===== src/rtl/ll_pkg.sv =====
// Shared definitions for the linked-list node store: sizing, pointer type and command opcodes.
package ll_pkg;
    localparam int n     = 16;
    localparam int w_ptr = $clog2(n);

    typedef logic [w_ptr-1:0] ptr_t;

    typedef enum logic [1:0] {
        OP_NEW    = 2'd0,
        OP_APPEND = 2'd1,
        OP_FREE   = 2'd2
    } op_t;
endpackage


===== src/rtl/ll_node_table.sv =====
// next[] pointer table and per-node allocated bits, with a new-node write, a link write
// and combinational lookups for the writer FSM and the external traverser.
module ll_node_table
    import ll_pkg::*;
(
    input  logic         clk,
    input  logic         rst_n,
    input  logic         new_we,
    input  ptr_t         new_ptr,
    input  logic         link_we,
    input  ptr_t         link_ptr,
    input  ptr_t         link_data,
    input  logic [n-1:0] alloc_clr,
    input  ptr_t         int_rd_ptr,
    output ptr_t         int_rd_next,
    input  ptr_t         head_rd_ptr,
    output ptr_t         head_rd_next,
    input  ptr_t         rd_ptr,
    output ptr_t         rd_next,
    output logic [n-1:0] alloc
);
    ptr_t         next_q [n];
    ptr_t         next_d [n];
    logic [n-1:0] alloc_q;
    logic [n-1:0] alloc_d;

    // Link write is applied last; the writer never targets the same node with both ports.
    always_comb begin
        next_d  = next_q;
        alloc_d = alloc_q & ~alloc_clr;
        if (new_we) begin
            next_d[new_ptr]  = '0;
            alloc_d[new_ptr] = 1'b1;
        end
        if (link_we) begin
            next_d[link_ptr] = link_data;
        end
    end

    always_ff @(posedge clk or negedge rst_n) begin
        if (!rst_n) begin
            for (int i = 0; i < n; i++) begin
                next_q[i] <= (i >= 1 && i < n - 1) ? ptr_t'(i + 1) : '0;
            end
            alloc_q <= '0;
        end else begin
            next_q  <= next_d;
            alloc_q <= alloc_d;
        end
    end

    assign int_rd_next  = next_q[int_rd_ptr];
    assign head_rd_next = next_q[head_rd_ptr];
    assign rd_next      = (rd_ptr == '0) ? '0 : next_q[rd_ptr];
    assign alloc        = alloc_q;
endmodule


===== src/rtl/ll_list_writer.sv =====
// Writer/owner of the node store: allocates nodes for NEW/APPEND and walks a list to
// splice it back onto the free list for FREE.
//   state  | meaning
//   S_IDLE | ready for a command; NEW/APPEND complete in one cycle
//   S_WALK | FREE in progress, one list node inspected per cycle
module ll_list_writer
    import ll_pkg::*;
(
    input  logic             clk,
    input  logic             rst_n,
    input  logic [1:0]       cmd_op,
    input  logic [w_ptr-1:0] cmd_ptr,
    input  logic             cmd_vld,
    output logic             cmd_rdy,
    output logic             rsp_vld,
    output logic [w_ptr-1:0] rsp_ptr,
    output logic             rsp_err,
    output logic [w_ptr-1:0] free_cnt,
    input  logic [w_ptr-1:0] rd_ptr,
    output logic [w_ptr-1:0] rd_next
);
    typedef enum logic {S_IDLE, S_WALK} state_t;

    state_t       state_q, state_d;
    ptr_t         free_head_q, free_head_d;
    ptr_t         free_cnt_q, free_cnt_d;
    ptr_t         head_q, head_d;
    ptr_t         cur_q, cur_d;
    ptr_t         len_q, len_d;
    logic [n-1:0] visited_q, visited_d;
    logic         cmd_rdy_q, cmd_rdy_d;
    logic         rsp_vld_q, rsp_vld_d;
    logic         rsp_err_q, rsp_err_d;
    ptr_t         rsp_ptr_q, rsp_ptr_d;

    logic         new_we, link_we, alloc_ok;
    ptr_t         link_ptr, link_data, int_rd_ptr, int_rd_next, head_rd_next;
    logic [n-1:0] alloc_clr, alloc;

    ll_node_table u_table (
        .clk          (clk),
        .rst_n        (rst_n),
        .new_we       (new_we),
        .new_ptr      (free_head_q),
        .link_we      (link_we),
        .link_ptr     (link_ptr),
        .link_data    (link_data),
        .alloc_clr    (alloc_clr),
        .int_rd_ptr   (int_rd_ptr),
        .int_rd_next  (int_rd_next),
        .head_rd_ptr  (free_head_q),
        .head_rd_next (head_rd_next),
        .rd_ptr       (rd_ptr),
        .rd_next      (rd_next),
        .alloc        (alloc)
    );

    always_comb begin
        state_d     = state_q;
        free_head_d = free_head_q;
        free_cnt_d  = free_cnt_q;
        head_d      = head_q;
        cur_d       = cur_q;
        len_d       = len_q;
        visited_d   = visited_q;
        rsp_vld_d   = 1'b0;
        rsp_err_d   = 1'b0;
        rsp_ptr_d   = '0;
        new_we      = 1'b0;
        link_we     = 1'b0;
        link_ptr    = cmd_ptr;
        link_data   = free_head_q;
        alloc_clr   = '0;
        alloc_ok    = 1'b0;
        int_rd_ptr  = (state_q == S_WALK) ? cur_q : cmd_ptr;

        case (state_q)
            S_IDLE: begin
                if (cmd_vld) begin
                    rsp_vld_d = 1'b1;
                    if (cmd_op == OP_NEW || cmd_op == OP_APPEND) begin
                        alloc_ok = (free_cnt_q != '0) &&
                                   (cmd_op == OP_NEW ||
                                    (cmd_ptr != '0 && alloc[cmd_ptr] && int_rd_next == '0));
                        if (alloc_ok) begin
                            new_we      = 1'b1;
                            link_we     = (cmd_op == OP_APPEND);
                            free_head_d = head_rd_next;
                            free_cnt_d  = free_cnt_q - ptr_t'(1);
                            rsp_ptr_d   = free_head_q;
                        end else begin
                            rsp_err_d = 1'b1;
                        end
                    end else if (cmd_op == OP_FREE && cmd_ptr != '0 && alloc[cmd_ptr]) begin
                        rsp_vld_d = 1'b0;
                        head_d    = cmd_ptr;
                        cur_d     = cmd_ptr;
                        visited_d = '0;
                        len_d     = '0;
                        state_d   = S_WALK;
                    end else begin
                        rsp_err_d = 1'b1;
                    end
                end
            end
            S_WALK: begin
                // Nothing is modified until the splice, so an abort leaves the store intact.
                if (!alloc[cur_q] || visited_q[cur_q]) begin
                    rsp_vld_d = 1'b1;
                    rsp_err_d = 1'b1;
                    state_d   = S_IDLE;
                end else begin
                    visited_d[cur_q] = 1'b1;
                    len_d            = len_q + ptr_t'(1);
                    if (int_rd_next != '0) begin
                        cur_d = int_rd_next;
                    end else begin
                        link_we          = 1'b1;
                        link_ptr         = cur_q;
                        free_head_d      = head_q;
                        alloc_clr        = visited_q;
                        alloc_clr[cur_q] = 1'b1;
                        free_cnt_d       = free_cnt_q + len_q + ptr_t'(1);
                        rsp_vld_d        = 1'b1;
                        rsp_ptr_d        = head_q;
                        state_d          = S_IDLE;
                    end
                end
            end
            default: state_d = S_IDLE;
        endcase

        cmd_rdy_d = (state_d == S_IDLE);
    end

    always_ff @(posedge clk or negedge rst_n) begin
        if (!rst_n) begin
            state_q     <= S_IDLE;
            free_head_q <= ptr_t'(1);
            free_cnt_q  <= ptr_t'(n - 1);
            head_q      <= '0;
            cur_q       <= '0;
            len_q       <= '0;
            visited_q   <= '0;
            cmd_rdy_q   <= 1'b1;
            rsp_vld_q   <= 1'b0;
            rsp_err_q   <= 1'b0;
            rsp_ptr_q   <= '0;
        end else begin
            state_q     <= state_d;
            free_head_q <= free_head_d;
            free_cnt_q  <= free_cnt_d;
            head_q      <= head_d;
            cur_q       <= cur_d;
            len_q       <= len_d;
            visited_q   <= visited_d;
            cmd_rdy_q   <= cmd_rdy_d;
            rsp_vld_q   <= rsp_vld_d;
            rsp_err_q   <= rsp_err_d;
            rsp_ptr_q   <= rsp_ptr_d;
        end
    end

    assign cmd_rdy  = cmd_rdy_q;
    assign rsp_vld  = rsp_vld_q;
    assign rsp_err  = rsp_err_q;
    assign rsp_ptr  = rsp_ptr_q;
    assign free_cnt = free_cnt_q;
endmodule


===== config.mk =====
export PLATFORM = sky130hd
export DESIGN_NAME = ll_list_writer
export DESIGN_NICKNAME = d
export VERILOG_FILES = /design/src/rtl/ll_pkg.sv /design/src/rtl/ll_node_table.sv /design/src/rtl/ll_list_writer.sv
export SDC_FILE = /design/constraint.sdc
export NUM_CORES = 1
export LEC_CHECK = 0
export BUFFER_PORTS_ARGS = -buffer_cell sky130_fd_sc_hd__buf_2
export CELL_PAD_IN_SITES_DETAIL_PLACEMENT = 1
export CELL_PAD_IN_SITES_GLOBAL_PLACEMENT = 1
export CORE_MARGIN = 2
export CORE_UTILIZATION = 40
export DETAILED_ROUTE_END_ITERATION = 7
export GPL_ROUTABILITY_DRIVEN = 0
export GPL_TIMING_DRIVEN = 0
export MAX_ROUTING_LAYER = met4
export PLACE_DENSITY_LB_ADDON = 0.1
export SLEW_MARGIN = 20
export SYNTH_ARGS = -nofsm -noshare
export SYNTH_HDL_FRONTEND = slang
export SYNTH_SLANG_ARGS = --single-unit

===== constraint.sdc =====
create_clock -name clk -period 9.4 [get_ports clk]
set_input_delay 1.88 -clock clk [delete_from_list [all_inputs] [get_ports clk]]
set_output_delay 1.88 -clock clk [all_outputs]
set_load 0.03 [all_outputs]

# After elaboration in Yosys (flattened, before gate mapping)
# Cells that the tools add are included.
dict set report totals {
  out_inout_bits 15
  inputBits 13
  regBits 124
}
dict set report classes {
  n_bitwise 13
  reduce_logical 23
  add_sub_neg 4
  n_eq_ne 10
  n_mux 95
  order_cmp 11
}
# cell n
set op_table {}
lappend op_table {{$mux 4} 37}
lappend op_table {{$mux 16} 8}
lappend op_table {{$mux 64} 2}
lappend op_table {{$and 64x64->64} 1}
lappend op_table {{$bwmux 64} 1}
lappend op_table {{$not 64->64} 1}
lappend op_table {{$bmux 4 s4} 3}
lappend op_table {{$pmux 4 s2} 5}
lappend op_table {{$demux 4 s4} 2}
lappend op_table {{$or 16x16->16} 2}
lappend op_table {{$pmux 16 s2} 1}
lappend op_table {{$mux 1} 27}
lappend op_table {{$ge 5x5->1 const B} 4}
lappend op_table {{$not 4->5} 4}
lappend op_table {{$and 16x16->16} 1}
lappend op_table {{$not 16->16} 1}
lappend op_table {{$lt 4x5->1 const B} 3}
lappend op_table {{$ne 2x2->1 const B} 7}
lappend op_table {{$bmux 1 s4} 3}
lappend op_table {{$reduce_bool 4->1} 3}
lappend op_table {{$lt 5x1->1 const B} 2}
lappend op_table {{$reduce_and 5->1} 2}
lappend op_table {{$logic_and 1x1->1} 9}
lappend op_table {{$add 4x1->4 const B} 2}
lappend op_table {{other kinds (14)} 25}

# Logic depth before layout (Yosys ltp)
dict set report depth {
  word_depth 16
  mapped_depth 12
  mapped_depth_nobuf 9
}

# Modules after synthesis
# Synthesis repeated with hierarchy kept, for this count alone.
dict set report unflattened {
  hier_cells 687
  hier_area_um2 7541.0
}
# mod seq_area_each_um2 n_inst area_per_inst_um2 cells_per_inst
set modules_own_cells {}
lappend modules_own_cells {ll_node_table 2040.7 1 4667.0 373}
lappend modules_own_cells {ll_list_writer 1108.6 1 2874.0 314}

# Least setup slack after synthesis
# No wires, ideal clock.
dict set report synth_path {
  path_type {input port to output port}
  start {in rd_ptr[0]}
  end {out rd_next[0]}
  arrival_ns 4.065
  path_buffers 2
  setup_slack_ns 3.455
  required_time_ns 7.520
  cell_stages 5
  path_cell_list {clkbuf_1 > buf_1 > mux4_2 > mux4_2 > nor2b_1}
}
dict set report synth_between {
  elab_chain_cells 5
  word_cells_on_any_way 6
}
# item line
set synth_lines {}
lappend synth_lines {{from (decl)} ll_list_writer.sv:19} ;# input logic [w_ptr-1:0] rd_ptr,
lappend synth_lines {{$not 4->5 (implied by the code)} ll_node_table.sv:54} ;# assign rd_next = (rd_ptr == '0) ? '0 : next_q[rd_ptr];
lappend synth_lines {{$bmux 4 s4} ll_node_table.sv:54}
lappend synth_lines {{$mux 4 (implied by the code) (2 in a row)} ll_node_table.sv:54}
lappend synth_lines {{$mux 4 (*)} ll_node_table.sv:54}
lappend synth_lines {{to (decl)} ll_list_writer.sv:20} ;# output logic [w_ptr-1:0] rd_next
# Every way passes the cells marked *; elsewhere a longest branch is shown, timed or not. The select of a mux whose other input is x is not followed.

# Final worst setup path
dict set report layout_path {
  start {in rd_ptr[0]}
  end {out rd_next[2]}
}
# Same word-level chain as after synthesis.

==> results.md <==
- Outcome: complete, no violations
- Avg Cell Area, Syn: about 11 µm²
- Slew Limit Fails: 0
- Main synth FF type: dfrtp_1
- Leak Pwr: 3.359 nW
- Chip width: 141.7 µm
- Worst Min Path Start: u_table.next_q[27]$_DFF_PN1_
- Synth async-reset ratio: 100.0%
- Seq cells post-synth: about 120
- Clock latency at the later pin of the worst-skew pair: 0.43 ns
- Avg WL per Cell: 27.01 µm
- PwrDens: around 180 nW/µm²
- Io pins: 28
- CTS resizes: 0
- Worst-Margin Slew: 1.054 ns
- Min-Delay Path Class: register to register
- Crit end category: output port
- Die height: 141.7 µm
- Setup_tns: 0 ns
- RSZ-0062 raised after global routing: false
- R2R depth: 10
- Critical-path cell list: clkbuf_1, buf_1, mux4_2, mux4_2, nor2b_1, buf_2
- Setup violations, final: 0
- Via-per-instance ratio: 6.422
- Synth Instances: around 710
- Mapped Nets: around 730
- Cell variety after synth: 54
- Die area: 20080 µm²
- First-pass GRT wire length: 41.46 mm
- CP max-delay cell: buf_1
- Initial Utilization: 40.68%
- Filler instances: ~2000
- Drt drc: 0
- Share of cells above drive strength 1: 24.12%
- Pin count of the biggest net entering global routing: 47
- Tmin final: between 6 and 7 ns
- Post-Syn Area: between 7000 and 8000 µm²
- Fin. Hold Viols: 0
- CTS max path bufs: 2
- DRT antenna net count: 0
- Initial antenna violation count: 0
- DRT Pass-1 Iters: 5
- Final worst path period share: 69.20%
- CTS sink cnt: 124
- PortBufs: 23
- Core Region: 18640 µm²
- Total track usage: 28.85%
- CTS root buf: clkbuf_16
- Classification of the worst setup path: primary input to output port
- Ys Warns: 0
- CP bufs+invs: 3
- Clock Skews: 0.01417 ns
- EDFF count, synth: 0
- Worst-path clk slew: around 0.06 ns
- CP peak stage delay: 0.72 ns
- Gr ovfl total: 0
- Area grow syn2layout: 13.99%
- Setup crit start kind: primary input
- Post-CTS Hold Fix Bufs: 0
- Detail Placement HPWL: 19.48 mm
- R2R Setup Slk: roughly 5.3 ns
- DR vias: about 6400
- Hold endpoint: u_table.next_q[27]$_DFF_PN1_
- Htree depth: 4
- Worst reg2reg path endpoint: u_table.next_q[51]$_DFF_PN0_
- Fin nets: 769
- CP required: 7.52 ns
- Top Family by Delay on Critical Path: buffers and inverters
- Critical Path Fanout Max: 10
- Ant diodes: 0
- Max cap viols: 0
- 1st-iter DRT viols: 532
- CTS tree: done
- Rows: 50
- Peak Freq: 153.7 MHz
- WHS Path Cells: 1
- Vias in the first global route: 6754
- Crit path top cell by count: mux4_2
- Total wire length: 26.92 mm
- Fin util: 46.37%
- Setup Fix Bufs, Post-CTS: 0
- Data arrival, critical path: ~4.6 ns
- Worst R2R Start: state_q$_DFF_PN0_
- Post-synthesis sequential area ratio: between 40 and 50%
- Num CTS Buffers: 17
- Peak VDD IR: around 0.16 mV
- Max-slew headroom: 29.71%
power breakdown:
| part | switching [mW] | total [mW] | leakage, nW | internal, mW |
|---|---|---|---|---|
| clock | 0.255 | 0.672 | 0.288 | 0.417 |
| combinational | 0.164 | 0.253 | 1.58 | 0.0893 |
| sequential | 0.0423 | 0.620 | 1.49 | 0.578 |
| total | 0.461 | 1.54 | 3.36 | 1.08 |
registers in the layout, indices dropped and copies added, names as in the netlist:
signal and count:
visited_q 16, head_q 4, u_table.next_q 64, rsp_vld 1, rsp_ptr 4, rsp_err 1
free_cnt 4, cmd_rdy 1, cur_q 4, len_q 4, free_head_q 4, u_table.alloc 16
state_q 1
synthesized netlist by cell type (11+ instances only):
cell,n,share of area [%]
o21ai_0,13,0.86
nand3_1,11,0.73
nor3_1,19,1.3
o2bb2ai_1,44,5.1
nand2b_1,11,0.91
dfstp_2,37,13
dfrtp_1,87,29
nor2_1,54,2.7
mux4_2,61,18
mux2i_1,11,1.5
o31ai_1,13,1.3
o22ai_1,23,1.9
nand2_1,106,5.2
clkbuf_1,37,1.8
nor2b_1,14,1.2
a21oi_1,50,3.3
inv_1,20,0.99
layout make-up:
cell class / instances / area (µm²) / area share [%]
multi-input combinational: 510 / 4113 / 47.58
tap: 234 / 292.8 / 3.387
timing repair buffer: 25 / 168.9 / 1.954
sequential: 124 / 3149 / 36.43
clock buffer: 22 / 484.2 / 5.601
clock inverter: 10 / 115.1 / 1.332
buffer: 52 / 246.5 / 2.851
inverter: 20 / 75.07 / 0.8684
worst max-delay path by stage:
stage                         start         end  depth (start not counted)  slack, ns
final                     rd_ptr[0]  rd_next[2]                          6       2.89
after global placement    rd_ptr[0]  rd_next[2]                          6       2.89
after CTS                 rd_ptr[0]  rd_next[2]                          6       2.83
after global routing      rd_ptr[0]  rd_next[2]                          6       2.71
after floorplan           rd_ptr[0]  rd_next[0]                          5       3.46
after detailed placement  rd_ptr[0]  rd_next[3]                          6       2.86
cell families (layout without fill, tap and decap cells):
logic type               Yosys count  after routing  synth area share, %
AND/OR/NAND/NOR                  249            249                15.84
AO/OA/AOI/OAI                    169            169                15.51
flip-flops                       124            124                41.53
multiplexers                      83             83                21.45
buffers and inverters             72            129                4.240
adder cells (fa/ha/maj)            6              6                1.089
XOR/XNOR                           3              3               0.3465
worst reg2reg max path, stage by stage (launching register included):
cell and delay, ns:
dfrtp_1 0.37, buf_6 0.15, mux2_1 0.44, clkbuf_1 0.61, mux4_2 0.43, nand2_1 0.12, nand4_1 0.25, nor4_4 0.49
nand2_1 0.40, clkbuf_1 0.49, o22ai_1 0.31
metal layers:
metal / routed length (µm) / track usage [%]
met5: 0 / -
met2: 12660 / 44.35
met4: 605 / 8.947
met1: 11830 / 39.20
met3: 1836 / 5.231
layout by cell type, fill, tap and decap left out, types with 14 or more instances in the layout:
master     synthesis  final
nor3_1            19     19
clkbuf_1          37     38
o2bb2ai_1         44     44
nor2b_1           14     14
nor2_1            54     54
a21oi_1           50     50
o22ai_1           23     23
dfrtp_1           87     87
inv_1             20     20
buf_2              4     26
dfstp_2           37     37
mux4_2            61     61
nand2_1          106    106
clkbuf_16          0     17
per-stage QoR:
| step | cells | setup WS [ns] | hold WS, ns | total power, mW | area [µm²] |
|---|---|---|---|---|---|
| floorplan | 706 | 3.455 | 0.4601 | 0.7850 | 7584 |
| global placement | 963 | 2.893 | 0.4776 | 0.8650 | 7991 |
| detailed placement | 965 | 2.857 | 0.4861 | 0.8800 | 8045 |
| CTS | 997 | 2.828 | 0.4989 | 1.555 | 8645 |
| global route | 997 | 2.710 | 0.5140 | 1.614 | 8645 |
| finish | 997 | 2.895 | 0.5031 | 1.545 | 8645 |
No activity file was read; power rests on OpenSTA's default activity.
